===== src/rtl/dusterthefirst_pkg.sv =====
// Shared types and constants for the Manchester frame receiver.
package dusterthefirst_pkg;

  typedef enum logic [1:0] {
    IDLE = 2'd0,
    ADDR = 2'd1,
    DATA = 2'd2
  } state_e;

  localparam int ADDR_BITS = 4;
  localparam int DATA_BITS = 8;
  localparam logic [ADDR_BITS-1:0] BROADCAST_ADDR = 4'hF;

  // A frame is for us when it carries our node address or the broadcast address.
  function automatic logic addr_match(input logic [ADDR_BITS-1:0] frame_addr,
                                      input logic [ADDR_BITS-1:0] node_addr);
    return (frame_addr == node_addr) || (frame_addr == BROADCAST_ADDR);
  endfunction

endpackage


===== src/rtl/dusterthefirst_project_rx.sv =====
// Manchester line front end: input/halt synchronisers, edge detection and
// mid-bit timing. Produces one bit_strobe per decoded bit plus a timeout flag.
module manchester_rx
  import dusterthefirst_pkg::*;
#(
  parameter int CLKS_PER_BIT = 16,
  parameter int IDLE_BITS    = 2
) (
  input  logic clk,
  input  logic rst_n,
  input  logic i_line,
  input  logic i_halt,
  input  logic i_idle,
  input  logic i_clear,
  output logic o_halt,
  output logic o_pos_edge,
  output logic o_neg_edge,
  output logic o_bit_strobe,
  output logic o_bit_val,
  output logic o_timeout
);

  localparam int CNT_MAX = IDLE_BITS * CLKS_PER_BIT;
  localparam int CNT_W   = $clog2(CNT_MAX + 1);
  localparam int THRESH  = (3 * CLKS_PER_BIT) / 4;
  localparam logic [CNT_W-1:0] CNT_MAX_V = CNT_W'(CNT_MAX);
  localparam logic [CNT_W-1:0] THRESH_V  = CNT_W'(THRESH);
  localparam logic [CNT_W-1:0] CNT_ONE   = CNT_W'(1);

  logic             r_line1;
  logic             r_line2;
  logic             r_prev;
  logic             r_halt1;
  logic             r_halt2;
  logic [CNT_W-1:0] r_cnt;
  logic [CNT_W-1:0] w_cnt_nxt;
  logic             w_pos;
  logic             w_neg;
  logic             w_mid;
  logic             w_strobe;

  // Two-flop synchronisers for line and halt, plus the previous-sample flop.
  always_ff @(posedge clk or negedge rst_n) begin
    if (!rst_n) begin
      r_line1 <= 1'b0;
      r_line2 <= 1'b0;
      r_prev  <= 1'b0;
      r_halt1 <= 1'b0;
      r_halt2 <= 1'b0;
    end else begin
      r_line1 <= i_line;
      r_line2 <= r_line1;
      r_prev  <= r_line2;
      r_halt1 <= i_halt;
      r_halt2 <= r_halt1;
    end
  end

  assign w_pos    = r_line2 & ~r_prev;
  assign w_neg    = ~r_line2 & r_prev;
  // Edges arriving early in the bit period are boundary transitions, not data.
  assign w_mid    = (w_pos | w_neg) && (r_cnt >= THRESH_V);
  assign w_strobe = w_mid & ~r_halt2 & ~i_idle;

  // Next value of the bit-period counter: frozen in halt, cleared on frame start or data edge.
  always_comb begin
    w_cnt_nxt = r_cnt;
    if (r_halt2) begin
      w_cnt_nxt = r_cnt;
    end else if (i_clear || w_strobe) begin
      w_cnt_nxt = '0;
    end else if (r_cnt != CNT_MAX_V) begin
      w_cnt_nxt = r_cnt + CNT_ONE;
    end else begin
      w_cnt_nxt = r_cnt;
    end
  end

  // Bit-period counter register.
  always_ff @(posedge clk or negedge rst_n) begin
    if (!rst_n) begin
      r_cnt <= '0;
    end else begin
      r_cnt <= w_cnt_nxt;
    end
  end

  assign o_halt       = r_halt2;
  assign o_pos_edge   = w_pos;
  assign o_neg_edge   = w_neg;
  assign o_bit_strobe = w_strobe;
  assign o_bit_val    = w_pos;
  assign o_timeout    = (r_cnt == CNT_MAX_V) & ~r_halt2;

endmodule


===== src/rtl/dusterthefirst_project.sv =====
// Tiny Tapeout top: Manchester frame receiver. Holds the frame FSM, the
// address/data shift registers, the address compare and the output registers.
module dusterthefirst_project
  import dusterthefirst_pkg::*;
#(
  parameter int CLKS_PER_BIT = 16,
  parameter int IDLE_BITS    = 2
) (
  input  logic       clk,
  input  logic       rst_n,
  input  logic       ena,
  input  logic [7:0] ui_in,
  output logic [7:0] uo_out,
  input  logic [7:0] uio_in,
  output logic [7:0] uio_out,
  output logic [7:0] uio_oe
);

  localparam int HALF   = CLKS_PER_BIT / 2;
  localparam int MCLK_W = $clog2(HALF);
  localparam logic [MCLK_W-1:0] MCLK_LOAD = MCLK_W'(HALF - 1);
  localparam logic [MCLK_W-1:0] MCLK_ONE  = MCLK_W'(1);
  localparam logic [2:0] ADDR_LAST = 3'(ADDR_BITS - 1);
  localparam logic [2:0] DATA_LAST = 3'(DATA_BITS - 1);

  state_e                 r_state;
  state_e                 w_state_nxt;
  logic [2:0]             r_bit_cnt;
  logic [2:0]             w_bit_cnt_nxt;
  logic [ADDR_BITS-1:0]   r_addr_sr;
  logic [ADDR_BITS-1:0]   w_addr_sr_nxt;
  logic [DATA_BITS-2:0]   r_data_sr;
  logic [DATA_BITS-2:0]   w_data_sr_nxt;
  logic                   w_begin;
  logic                   w_accept;

  logic [DATA_BITS-1:0]   r_parallel;
  logic                   r_valid;
  logic                   r_tb;
  logic                   r_pos;
  logic                   r_neg;
  logic                   r_mdata;
  logic                   r_mclk;
  logic [MCLK_W-1:0]      r_mclk_cnt;

  logic                   w_halt;
  logic                   w_pos;
  logic                   w_neg;
  logic                   w_strobe;
  logic                   w_bit;
  logic                   w_timeout;
  logic                   w_unused;

  assign w_unused = &{ena, uio_in, ui_in[3], ui_in[1], 1'b0};

  manchester_rx #(
    .CLKS_PER_BIT(CLKS_PER_BIT),
    .IDLE_BITS   (IDLE_BITS)
  ) u_rx (
    .clk         (clk),
    .rst_n       (rst_n),
    .i_line      (ui_in[0]),
    .i_halt      (ui_in[2]),
    .i_idle      (r_state == IDLE),
    .i_clear     (w_begin),
    .o_halt      (w_halt),
    .o_pos_edge  (w_pos),
    .o_neg_edge  (w_neg),
    .o_bit_strobe(w_strobe),
    .o_bit_val   (w_bit),
    .o_timeout   (w_timeout)
  );

  // Frame FSM next-state and shift logic; strobe and timeout are already halt-gated.
  always_comb begin
    w_state_nxt   = r_state;
    w_bit_cnt_nxt = r_bit_cnt;
    w_addr_sr_nxt = r_addr_sr;
    w_data_sr_nxt = r_data_sr;
    w_begin       = 1'b0;
    w_accept      = 1'b0;
    case (r_state)
      IDLE: begin
        if (w_pos && !w_halt) begin
          w_begin       = 1'b1;
          w_bit_cnt_nxt = 3'd0;
          w_state_nxt   = ADDR;
        end else begin
          w_state_nxt = IDLE;
        end
      end
      ADDR: begin
        if (w_timeout) begin
          w_state_nxt = IDLE;
        end else if (w_strobe) begin
          w_addr_sr_nxt = {r_addr_sr[ADDR_BITS-2:0], w_bit};
          if (r_bit_cnt == ADDR_LAST) begin
            w_bit_cnt_nxt = 3'd0;
            w_state_nxt   = DATA;
          end else begin
            w_bit_cnt_nxt = r_bit_cnt + 3'd1;
          end
        end else begin
          w_state_nxt = ADDR;
        end
      end
      DATA: begin
        if (w_timeout) begin
          w_state_nxt = IDLE;
        end else if (w_strobe) begin
          w_data_sr_nxt = {r_data_sr[DATA_BITS-3:0], w_bit};
          if (r_bit_cnt == DATA_LAST) begin
            w_bit_cnt_nxt = 3'd0;
            w_state_nxt   = IDLE;
            w_accept      = addr_match(r_addr_sr, ui_in[7:4]);
          end else begin
            w_bit_cnt_nxt = r_bit_cnt + 3'd1;
          end
        end else begin
          w_state_nxt = DATA;
        end
      end
      default: begin
        w_state_nxt = IDLE;
      end
    endcase
  end

  // Frame FSM state and shift registers.
  always_ff @(posedge clk or negedge rst_n) begin
    if (!rst_n) begin
      r_state   <= IDLE;
      r_bit_cnt <= 3'd0;
      r_addr_sr <= '0;
      r_data_sr <= '0;
    end else begin
      r_state   <= w_state_nxt;
      r_bit_cnt <= w_bit_cnt_nxt;
      r_addr_sr <= w_addr_sr_nxt;
      r_data_sr <= w_data_sr_nxt;
    end
  end

  // Accepted byte and valid flag; valid clears at each frame start.
  always_ff @(posedge clk or negedge rst_n) begin
    if (!rst_n) begin
      r_parallel <= 8'h00;
      r_valid    <= 1'b0;
    end else begin
      if (w_begin) begin
        r_valid <= 1'b0;
      end else if (w_accept) begin
        r_valid <= 1'b1;
      end
      if (w_accept) begin
        r_parallel <= {r_data_sr, w_bit};
      end
    end
  end

  // Debug strobes: edge pulses, frame start and recovered clock/data.
  always_ff @(posedge clk or negedge rst_n) begin
    if (!rst_n) begin
      r_tb       <= 1'b0;
      r_pos      <= 1'b0;
      r_neg      <= 1'b0;
      r_mdata    <= 1'b0;
      r_mclk     <= 1'b0;
      r_mclk_cnt <= '0;
    end else begin
      r_tb  <= w_begin;
      r_pos <= w_pos;
      r_neg <= w_neg;
      if (w_strobe) begin
        r_mdata <= w_bit;
      end
      if (w_strobe) begin
        r_mclk_cnt <= MCLK_LOAD;
      end else if (r_mclk_cnt != '0) begin
        r_mclk_cnt <= r_mclk_cnt - MCLK_ONE;
      end
      r_mclk <= w_strobe | ((r_mclk_cnt != '0) & ~w_halt);
    end
  end

  assign uo_out  = r_parallel;
  assign uio_out = {2'b00, r_pos, r_neg, r_tb, r_mdata, r_mclk, r_valid};
  assign uio_oe  = 8'b0011_1111;

endmodule


===== config.mk =====
export PLATFORM = sky130hd
export DESIGN_NAME = dusterthefirst_project
export DESIGN_NICKNAME = d
export VERILOG_FILES = /design/src/rtl/dusterthefirst_pkg.sv /design/src/rtl/dusterthefirst_project_rx.sv /design/src/rtl/dusterthefirst_project.sv
export SDC_FILE = /design/constraint.sdc
export NUM_CORES = 1
export LEC_CHECK = 0
export CAP_MARGIN = 15
export CORE_MARGIN = 10
export CORE_UTILIZATION = 55
export DETAILED_ROUTE_END_ITERATION = 10
export PLACE_DENSITY = 0.9
export SLEW_MARGIN = 0
export SYNTH_ARGS = -nofsm -noshare
export SYNTH_HDL_FRONTEND = slang
export SYNTH_HIERARCHICAL = 1
export SYNTH_SLANG_ARGS = --single-unit

===== constraint.sdc =====
create_clock -name clk -period 7.6 [get_ports clk]
set_input_delay 1.52 -clock clk [delete_from_list [all_inputs] [get_ports clk]]
set_output_delay 1.52 -clock clk [all_outputs]
set_load 0.02 [all_outputs]

=== Word level (Yosys, flattened, before mapping) ===
Cells that the tools add are included.

* Register bits after elaboration: 44
* Latch bits: 0
* RAM bits: 0
* Memory bits (read-only): 0
* Input bits: 19
* Output and inout port bits: 24
* Word-level logic and storage cells: 94
* Memories kept: 0

* Add/sub/neg operators: 3
* Multipliers: 0
* Div/mod/pow operators: 0
* Order comparisons: 1
* Equality and inequality tests: 15
* Shift-type cells: 0
* Muxes and demuxes: 28
* Bitwise gates (word level): 13
* Reductions and logical operators: 16

{| class="wikitable"
|+ Operator list
! kind !! count
|-
| $mux 3 || 9
|-
| $mux 2 || 6
|-
| $mux 6 || 2
|-
| $mux 1 || 9
|-
| $pmux 3 s3 || 1
|-
| $ne 4x3->1 const B || 2
|-
| $add 6x1->6 const B || 1
|-
| $and 1x1->1 || 6
|-
| $eq 6x6->1 const B || 1
|-
| $ge 6x4->1 const B || 1
|-
| $ne 2x2->1 const B || 3
|-
| $ne 6x6->1 const B || 1
|-
| $pmux 2 s3 || 1
|-
| $reduce_and 3->1 || 2
|-
| $reduce_and 6->1 || 1
|-
| $reduce_bool 2->1 || 3
|-
| $reduce_bool 3->1 || 2
|-
| $not 1->1 || 5
|-
| $eq 4x4->1 || 1
|-
| $eq 4x4->1 const B || 1
|-
| $ne 2x1->1 const B || 2
|-
| $reduce_and 2->1 || 2
|-
| $add 3x1->3 const B || 1
|-
| $eq 3x2->1 const B || 1
|-
| other kinds (9) || 12
|}

=== Logic depth before layout (Yosys ltp) ===
Gate-level depths: netlist of run 1.

* Depth in word-level cells: 11
* Depth in mapped cells: 10
* Gate-level depth less buffers: 9

=== By module ===
The synthesis of run 1 kept the hierarchy.

{| class="wikitable"
|+ By module, submodules not included
! module !! instances !! cells an instance !! area an instance (um^2) !! seq. area each (um^2)
|-
| dusterthefirst_project || 1 || 139 || 1667.8 || 825.8
|-
| manchester_rx || 1 || 53 || 555.5 || 275.3
|}

=== Worst setup path before layout of run 1 ===
OpenSTA, ideal clock, no wires.

* Path kind: input to register
* From: in ui_in[5]
* To: reg r_parallel[4], in the netlist uo_out[4]
* Setup time: 125 ps
* Data arrival time: 2617 ps
* Data required time: 7475 ps
* Setup slack: 4858 ps
* Stages: 4
* Path buffers: 0
* Path through: xor2_1 o41ai_4 nand4_4 mux2_4

* Longest elaborated chain between the ends: 6

{| class="wikitable"
|+ Ends and longest elaborated chain
! element !! RTL line !! text
|-
| start, declared || dusterthefirst_project.sv:12 || <nowiki>input logic [7:0] ui_in,</nowiki>
|-
| $eq 4x4->1 || dusterthefirst_pkg.sv:17 || <nowiki>return (frame_addr == node_addr) || (frame_addr == BROADCAST_ADDR);</nowiki>
|-
| $logic_or 1x1->1 || dusterthefirst_pkg.sv:17 ||
|-
| $mux 1 || dusterthefirst_project.sv:112 || <nowiki>if (r_bit_cnt == DATA_LAST) begin</nowiki>
|-
| $mux 1 || dusterthefirst_project.sv:110 || <nowiki>end else if (w_strobe) begin</nowiki>
|-
| $mux 1 || dusterthefirst_project.sv:108 || <nowiki>if (w_timeout) begin</nowiki>
|-
| $mux 1 || dusterthefirst_project.sv:82 || <nowiki>case (r_state)</nowiki>
|-
| end signal, assigned || dusterthefirst_project.sv:156 || <nowiki>r_parallel <= {r_data_sr, w_bit};</nowiki>
|-
| end, declared || dusterthefirst_project.sv:37 || <nowiki>logic [DATA_BITS-1:0] r_parallel;</nowiki>
|}

No other way between the ends.
A chain may end at the register's enable or synchronous reset.

=== Final worst setup path of run 1 ===
* From: in ui_in[5]
* To: reg r_parallel[6], in the netlist uo_out[6]

Same word-level chain as after synthesis.

==> results.tsv, run 1 <==
metric	value	unit
worstReg2RegEnd	r_data_sr[2]	
grt_max_degree	45	
syn_area	2223	um^2
die_x	83.58	um
core	3943	um^2
grt_pass1_vias	1466	
ys_seq_elements	44	
rr_startpoint	u_rx/r_line2	
synth_top_area_share	0.4952	
crit_required	7780	ps
die_y	83.58	um
synth_compound_area_frac	0.1035	
dr_wl_met2	1889	um
ys_seq_area_frac	0.4952	
cts_max_level	2	
holdPathEnd	u_rx/o_halt	
reg2reg_depth	6	
ys.flop_type	dfrtp_1	
hold_depth	0	
syn_inst	192	
min_period_over_period	0.3984	
synth_fa_ha_area_frac	0.07878	
clock-sinks	44	
synth.avg_cell_area	11.58	um^2
die_area	6986	um^2
cts_setup_buffers	0	
ctsResizeCount	0	
drt_iter0_drc	145	
hp-class	flip-flop to flip-flop	
grt_pass1_wl	6720	um
start_kind	input port	
fin_crit	3028	ps
antenna_left	0	
final_nets	242	
dr.pass1.iters	4	
total_power	629.6	uW
met3RoutedLength	308	um
synth-simple-area-share	0.09679	
cts_hold_buffers	0	
slew_headroom	0.3281	
yosys_warnings	6	
num_vias	1389	
ys_types	37	
synth_area_leader_cell	dfrtp_1	
synthTopCellsByCount	dfrtp_1, inv_1, buf_4, mux2_2, ha_1	
setup_tns	0	ps
synth-edff-count	0	
critPathSlowestCell	o41ai_4	
grt_use_total	0.1145	
timing.fmax	0.3303	GHz
synth_top_family_by_area	multiplexers	
critPathArrivalTime	3210	ps
maxCapViolations	0	
synthXorXnorAreaFrac	0.01970	
gp_congestion	0.8109	
start_util	0.5639	
top_layer	met4	
path_class	input port to flip-flop	
worstPathCellList	clkdlybuf4s50_1 > xor2_1 > o41ai_4 > nand4_4 > mux2_4	
hold_viol	0	
cts_buffers	5	
end_kind	flip-flop	
synth_area_leaders	dfrtp_1, mux2_2, ha_1, buf_4, inv_1	
avgRoutedWirePerCell	14.57	um
diodes	0	
syn_to_final_growth	10.80	%
via_per_inst	5.363	
drive_above_1_share	0.1531	
wl_met1	1511	um
r2r_slack	4640	ps
min_from	u_rx/r_halt1	
finalMaxSlewViolations	0	
critPathMaxStageDelay	430	ps
p_leak	0.001235	uW
clock_path_buffers	2	
hpwl	2781	um
synth.area.mux_share	0.1064	
num_io_pins	43	
status	completed	
grt_overflow	0	
synth.most_common_cell	dfrtp_1	
io_buffers	21	
clock-root-buffer	clkbuf_8	
worstMarginPinSlew	998.7	ps
path_max_fanout	9	
ir_drop	0.1378	mV
cts_tree	built	
path_clk_slew	70	ps
clkLatencyLatePin	290	ps
rows	23	
rsz0062_at_grt	false	
routed_wl	3773	um
finalSetupViolCount	0	
async_flop_share	1.000	
grt_antenna_before_repair	0	
power_per_cell_area	255.6	nW/um^2
drc	0	
finalClockSkew	3.006	ps
## kinds of logic (layout without fill, tap and decap cells)
kind of cell | count (synthesis) | after routing
xor gates and xnor gates | 5 | 5
and+or+nand+nor | 36 | 36
AOI/OAI and AO/OA | 31 | 31
muxes | 20 | 20
other | 2 | 10
DFF | 44 | 44
buffers and inverters | 40 | 49
adders and majority gates | 14 | 14
## worst max-delay path, delay by kind of cell
kind            cells  cell delay [ps]
compound gates      1              430
buf+inv             1              420
mux                 1              370
simple gates        1              260
xor+xnor            1              200
## final cells by class
cell class | instances | area (um^2)
fill | 303 | 1479
tap | 50 | 62.56
timing repair buffer | 21 | 205.2
inverter | 21 | 78.83
multi-input combinational | 116 | 938.4
sequential | 44 | 1101
clock buffer | 6 | 72.57
clock inverter | 1 | 5.005
## power by group
group	switching, uW	internal, uW
Sequential	33.5	272
Clock	72.5	62.5
Combinational	107	82.5
## worst max-delay path by stage
stage                    to  cells past startpoint  slack, ps          from
3_5_place_dp      uo_out[4]                      5       4250      ui_in[5]
3_3_place_gp      uo_out[6]                      5       4290      ui_in[5]
4_1_cts           uo_out[6]                      5       4560      ui_in[5]
6_report          uo_out[6]                      5       4570      ui_in[5]
2_1_floorplan     uo_out[4]                      4       4860      ui_in[5]
5_1_grt        r_bit_cnt[0]                      7       4310  u_rx/r_line2
## metal layers
metal,vias to the layer above,track usage
li1,666,-
met1,675,0.1214
met2,43,0.1930
met3,5,0.04590
met4,0,0.05479
met5,-,0
## registers in the layout, indices dropped and copies added (netlist names)
register and flops:
u_rx/o_halt 1, r_bit_cnt 3, r_neg 1, u_rx/r_prev 1
r_data_sr 7, r_state 2, u_rx/r_line1 1, r_mdata 1
u_rx/r_halt1 1, uo_out 8, u_rx/r_line2 1, r_valid 1
r_tb 1, r_mclk 1, r_mclk_cnt 3, u_rx/r_cnt 6
r_pos 1, r_addr_sr 4
## placed cells by master, fill, tap and decap left out, drive strengths merged
cell type and n:
a211oi 1, a21o 3, a21oi 6, a221o 1, a22o 2, and2b 1
and3 1, and3b 1, buf 1, clkbuf 6, clkdlybuf4s50 20, clkinv 1
conb 10, dfrtp 44, ha 14, inv 21, mux2 20, nand2 10
nand2b 3, nand3 2, nand4 2, nor2 2, nor2b 5, nor3 2
nor4 2, o21ai 9, o21bai 1, o221ai 1, o22ai 2, o31a 1
o31ai 3, o41ai 1, or3 1, or4 4, xnor2 1, xor2 4
## stage by stage
| stage | hold WS, ps | instance area, um^2 | setup slack (ps) | util | instances |
|---|---|---|---|---|---|
| after floorplan | 331.2 | 2253 | 4858 | - | 200 |
| after global placement | 333.9 | 2386 | 4292 | 0.6052 | 252 |
| after detailed placement | 334.7 | 2386 | 4253 | 0.6052 | 252 |
| after CTS | 356.1 | 2464 | 4559 | 0.6249 | 259 |
| after global routing | 359.8 | 2464 | 4314 | 0.6249 | 259 |
| final | 350.7 | 2464 | 4572 | 0.6249 | 259 |
(Power assumes the default switching activity.)
==> inputs of run 2 (changes only) <==
--- a/config.mk
+++ b/config.mk
@@ -7,9 +7,9 @@
 export LEC_CHECK = 0
 export CAP_MARGIN = 15
 export CORE_MARGIN = 10
-export CORE_UTILIZATION = 55
+export CORE_UTILIZATION = 46
 export DETAILED_ROUTE_END_ITERATION = 10
-export PLACE_DENSITY = 0.9
+export PLACE_DENSITY = 0.81
 export SLEW_MARGIN = 0
 export SYNTH_ARGS = -nofsm -noshare
 export SYNTH_HDL_FRONTEND = slang
==> constraint.sdc (replaced) <==
create_clock -name clk -period 2.6 [get_ports clk]
set_input_delay 0.52 -clock clk [delete_from_list [all_inputs] [get_ports clk]]
set_output_delay 0.52 -clock clk [all_outputs]
set_load 0.02 [all_outputs]
==> results.tsv, run 2 (synthesized netlist as in run 1, its figures left out) <==
metric	value	unit	change
worstMarginPinSlew	930.1	ps	was 998.7 ps
die_area	8014	um^2	was 6986 um^2
clkLatencyLatePin	300	ps	was 290 ps
grt_pass1_vias	1352		was 1466
crit_required	2800	ps	was 7780 ps
finalMaxSlewViolations	0		unchanged
status	completed		unchanged
setup_tns	0	ps	unchanged
fin_crit	2165	ps	
grt_pass1_wl	6196	um	was 6720 um
grt_use_total	0.09911		was 0.1145
rsz0062_at_grt	false		unchanged
cts_hold_buffers	0		unchanged
cts_max_level	2		unchanged
utilization	0.5381		was 0.6249
gp_congestion	0.8349		was 0.8109
clock-sinks	44		unchanged
path_clk_slew	80	ps	was 70 ps
diodes	0		unchanged
cts_tree	built		unchanged
die_y	89.52	um	was 83.58 um
io_buffers	21		unchanged
antenna_left	0		unchanged
syn_to_final_growth	13.56	%	was 10.80%
timing.fmax	0.4619	GHz	
cts_setup_buffers	0		unchanged
ir_drop	0.5246	mV	was 0.1378 mV
drc	0		unchanged
power_per_cell_area	777.3	nW/um^2	was 255.6 nW/um^2
p_leak	0.001264	uW	was 0.001235 uW
end_kind	flip-flop		unchanged
grt_overflow	0		unchanged
ctsResizeCount	0		unchanged
hold_viol	0		unchanged
routed_wl	3765	um	was 3773 um
clock_path_buffers	2		unchanged
clock-root-buffer	clkbuf_8		unchanged
via_per_inst	5.112		was 5.363
final_cell_mix	dfrtp_1, inv_1, clkdlybuf4s50_1		unchanged
rows	25		was 23
die_x	89.52	um	was 83.58 um
cts_buffers	5		unchanged
min_period_over_period	0.8327		
multi_input_area	938.4	um^2	unchanged
core	4692	um^2	was 3943 um^2
path_class	flip-flop to flip-flop		was input port to flip-flop
grt_antenna_before_repair	0		unchanged
total_power	1963	uW	was 629.6 uW
slew_headroom	0.3799		was 0.3281
dr.pass1.iters	4		unchanged
hp-class	input port to async pin		was flip-flop to flip-flop
drive_above_1_share	0.1737		was 0.1531
critPathArrivalTime	2370	ps	was 3210 ps
finalSetupViolCount	0		unchanged
grt_max_degree	45		unchanged
start_kind	flip-flop		was input port
path_max_fanout	6		was 9
final_common_cell	dfrtp_1		unchanged
num_io_pins	43		unchanged
fillers	412		was 303
drt_iter0_drc	42		was 145
largest_register_ffs	8		unchanged
maxCapViolations	0		unchanged
start_util	0.4739		was 0.5639
avgRoutedWirePerCell	14.10	um	was 14.57 um
finalClockSkew	3.932	ps	was 3.006 ps
register_area	1101	um^2	unchanged
num_vias	1365		was 1389
hpwl	2812	um	was 2781 um
final_nets	245		was 242
[run 2: cell types whose count changed in the layout (fill, tap and decap cells not counted)]
| cell | before | now |
|---|---|---|
| buf_4 | 0 | 3 |
| bufinv_16 | 0 | 1 |
| clkbuf_1 | 1 | 0 |
| clkinvlp_4 | 0 | 1 |
[run 2: path summary, 6_finish.rpt]
kind | start | endpoint | slack (ps) | depth (start not counted)
worst min-delay path | rst_n | u_rx/r_cnt[3] | 350 | 1
min in group clk | u_rx/r_halt1 | u_rx/o_halt | 350 | 0
worst max register to register | u_rx/r_cnt[0] | r_bit_cnt[0] | 430 | 10
worst max-delay path | u_rx/r_cnt[0] | r_bit_cnt[0] | 430 | 10
max in group asynchronous | rst_n | r_mclk_cnt[1] | 1670 | 1
worst min register to register | u_rx/r_halt1 | u_rx/o_halt | 350 | 0
[run 2: where the power goes]
part	switching, uW	internal (uW)
combinational	304	246
sequential	94.0	795
clock	240	284
total	638	1320
[run 2: metal layers]
metal  global-route usage  vias up  routed length (um)
met2               0.1657       35                1824
met4              0.03035        0                  61
li1                     -      671                   -
met1               0.1077      651                1585
met3              0.04923        8                 293
met5                    0        -                   0
[run 2: cell type report]
| cell class | instances | share of cell area |
|---|---|---|
| clock buffers | 5 | 0.02725 |
| well taps | 54 | 0.02676 |
| multi-input cells | 116 | 0.3717 |
| inverters | 21 | 0.03122 |
| repair buffers | 24 | 0.09019 |
| clock inverters | 3 | 0.01685 |
| flip-flops and latches | 44 | 0.4361 |
[run 2: through the flow]
step | instance area, um^2 | setup WS (ps) | hold slack [ps] | cells
after global routing | 2525 | 267.9 | 357.1 | 267
after CTS | 2525 | 436.1 | 351.7 | 267
after global placement | 2414 | 312.1 | 332.6 | 259
after detailed placement | 2414 | 266.0 | 334.7 | 259
after floorplan | 2253 | 208.1 | 224.4 | 200
final | 2525 | 435.0 | 352.3 | 267
[run 2: critical path, cell delays in order, from the launching register on]
cell	delay [ps]
dfrtp_1	420
inv_1	90
ha_1	140
nand2_1	40
nor4_1	270
nor2b_1	220
nor2b_1	60
buf_4	160
o221ai_1	390
nor3_1	100
a21o_1	170
==> inputs of run 3 (changes only) <==
--- a/config.mk
+++ b/config.mk
@@ -7,9 +7,9 @@
 export LEC_CHECK = 0
 export CAP_MARGIN = 15
 export CORE_MARGIN = 10
-export CORE_UTILIZATION = 46
+export CORE_UTILIZATION = 51
 export DETAILED_ROUTE_END_ITERATION = 10
-export PLACE_DENSITY = 0.81
+export PLACE_DENSITY = 0.85
 export SLEW_MARGIN = 0
 export SYNTH_ARGS = -nofsm -noshare
 export SYNTH_HDL_FRONTEND = slang
==> constraint.sdc (replaced) <==
create_clock -name clk -period 2.2 [get_ports clk]
set_input_delay 0.44 -clock clk [delete_from_list [all_inputs] [get_ports clk]]
set_output_delay 0.44 -clock clk [all_outputs]
set_load 0.02 [all_outputs]
==> results.tsv, run 3 (synthesized netlist as in run 1, its figures left out) <==
metric	value	unit	change
drive_above_1_share	0.2018		was 0.1737
routed_wl	3957	um	was 3765 um
end_kind	flip-flop		unchanged
cts_hold_buffers	0		unchanged
clock_path_buffers	2		unchanged
total_power	2368	uW	was 1963 uW
timing.hold.ws	102.5	ps	was 352.3 ps
grt_overflow	0		unchanged
final_nets	250		was 245
cts_max_level	2		unchanged
finalSetupViolCount	0		unchanged
clock-root-buffer	clkbuf_8		unchanged
final_common_cell	dfrtp_1		unchanged
num_vias	1397		was 1365
p_leak	0.001297	uW	was 0.001264 uW
clkLatencyLatePin	300	ps	about the same
hold_viol	0		unchanged
grt_max_degree	24		was 45
rr_startpoint	u_rx/r_line2		was u_rx/r_cnt[0]
antenna_left	0		unchanged
clock-sinks	44		unchanged
grt_use_total	0.1153		was 0.09911
hp-class	input port to async pin		unchanged
via_per_inst	5.213		was 5.112
finalClockSkew	3.699	ps	was 3.932 ps
gp_congestion	0.8304		was 0.8349
worstMarginPinSlew	526.6	ps	was 930.1 ps
cts_tree	built		unchanged
avgRoutedWirePerCell	14.76	um	was 14.10 um
utilization	0.6294		was 0.5381
drt_iter0_drc	67		was 42
drc	0		unchanged
io_buffers	21		unchanged
grt_pass1_wl	6900	um	was 6196 um
ir_drop	0.4705	mV	was 0.5246 mV
die_y	86.03	um	was 89.52 um
r2r_slack	110	ps	was 430 ps
fillers	325		was 412
worstReg2RegEnd	uo_out[5]		was r_bit_cnt[0]
place_ws	-21.45	ps	was 266.0 ps
syn_to_final_growth	16.49	%	was 13.56%
die_area	7400	um^2	was 8014 um^2
grt_antenna_before_repair	0		unchanged
min_period_over_period	0.9514		was 0.8327
start_kind	flip-flop		unchanged
status	completed		unchanged
setup_slack	106.9	ps	was 435.0 ps
dr.pass1.iters	4		unchanged
start_util	0.5403		was 0.4739
setup_tns	0	ps	unchanged
hpwl	2919	um	was 2812 um
diodes	0		unchanged
maxCapViolations	0		unchanged
reg2reg_depth	7		was 10
final_cell_mix	dfrtp_1, inv_1, clkdlybuf4s50_1		unchanged
cts_setup_buffers	0		unchanged
rows	23		was 25
timing.fmax	0.4778	GHz	was 0.4619 GHz
grt_pass1_vias	1487		was 1352
fin_crit	2093	ps	was 2165 ps
crit_required	2390	ps	was 2800 ps
path_class	flip-flop to flip-flop		unchanged
core	4115	um^2	was 4692 um^2
cts_buffers	5		unchanged
path_max_fanout	9		was 6
path_clk_slew	80	ps	about the same
die_x	86.03	um	was 89.52 um
slew_headroom	0.6489		was 0.3799
largest_register_ffs	8		unchanged
finalMaxSlewViolations	0		unchanged
power_per_cell_area	914.2	nW/um^2	was 777.3 nW/um^2
critPathArrivalTime	2290	ps	was 2370 ps
num_io_pins	43		unchanged
rsz0062_at_grt	false		unchanged
==> run 3: cell count changes in the layout (fill, tap and decap cells not counted) <==
| cell | delta |
|---|---|
| buf_12 | +1 |
| clkbuf_1 | +1 |
| nor4_4 | +1 |
| nor4_2 | +1 |
| nor4_1 | -2 |
| nand2_1 | -1 |
| clkinvlp_4 | -1 |
| nand2_2 | +1 |
| buf_4 | +4 |
==> run 3: worst max-delay path by stage <==
stage | end | slack [ps] | cells after the start | start
floorplan | uo_out[4] | 60 | 7 | u_rx/r_line2
global placement | uo_out[5] | -2 | 5 | ui_in[5]
detailed placement | uo_out[6] | -20 | 5 | ui_in[5]
CTS | r_data_sr[6] | 50 | 9 | u_rx/r_cnt[0]
global route | uo_out[4] | 0.9 | 7 | u_rx/r_line2
finish | uo_out[5] | 110 | 7 | u_rx/r_line2
==> run 3: report_power, final <==
group	switching, uW	internal, uW	total, uW
Sequential	111	939	1050
Combinational	391	314	705
Clock	275	337	612
Total	778	1590	2370
==> run 3: worst max-delay path: stages (launching register included) <==
cell     delay [ps]
dfrtp_1         370
inv_1            50
ha_1            360
nor4_4          290
nor2b_1         180
buf_4           180
nand4_4         200
mux2_4          360
==> run 3: cell type report <==
class	count	area, um^2	share of cell area
sequential	44	1101	0.4251
multi-input combinational	116	962.2	0.3715
timing repair buffer	29	277.8	0.1072
inverter	21	78.83	0.03043
clock buffer	6	72.57	0.02802
tap	50	62.56	0.02415
clock inverter	2	35.03	0.01353
==> run 3: routing by layer <==
| layer | GRT usage | vias to the layer above | routed length, um |
|---|---|---|---|
| met5 | 0 | - | 0 |
| met4 | 0.05838 | 0 | 90 |
| li1 | - | 674 | - |
| met2 | 0.1859 | 44 | 1906 |
| met1 | 0.1322 | 669 | 1690 |
| met3 | 0.03974 | 10 | 269 |
==> run 3: per-stage QoR <==
| stage | instances | area [um^2] |
|---|---|---|
| after floorplan | 200 | 2268 |
| after global placement | 260 | 2474 |
| after detailed placement | 260 | 2474 |
| after CTS | 268 | 2581 |
| after global routing | 268 | 2590 |
| final | 268 | 2590 |
==> run 3: repair_timing <==
| item | 4_1_cts | 5_1_grt |
|---|---|---|
| endpoints found under the hold margin | 0 | 0 |
| resized for setup | 0 | 2 |
| setup endpoints to repair | 0 | 17 |
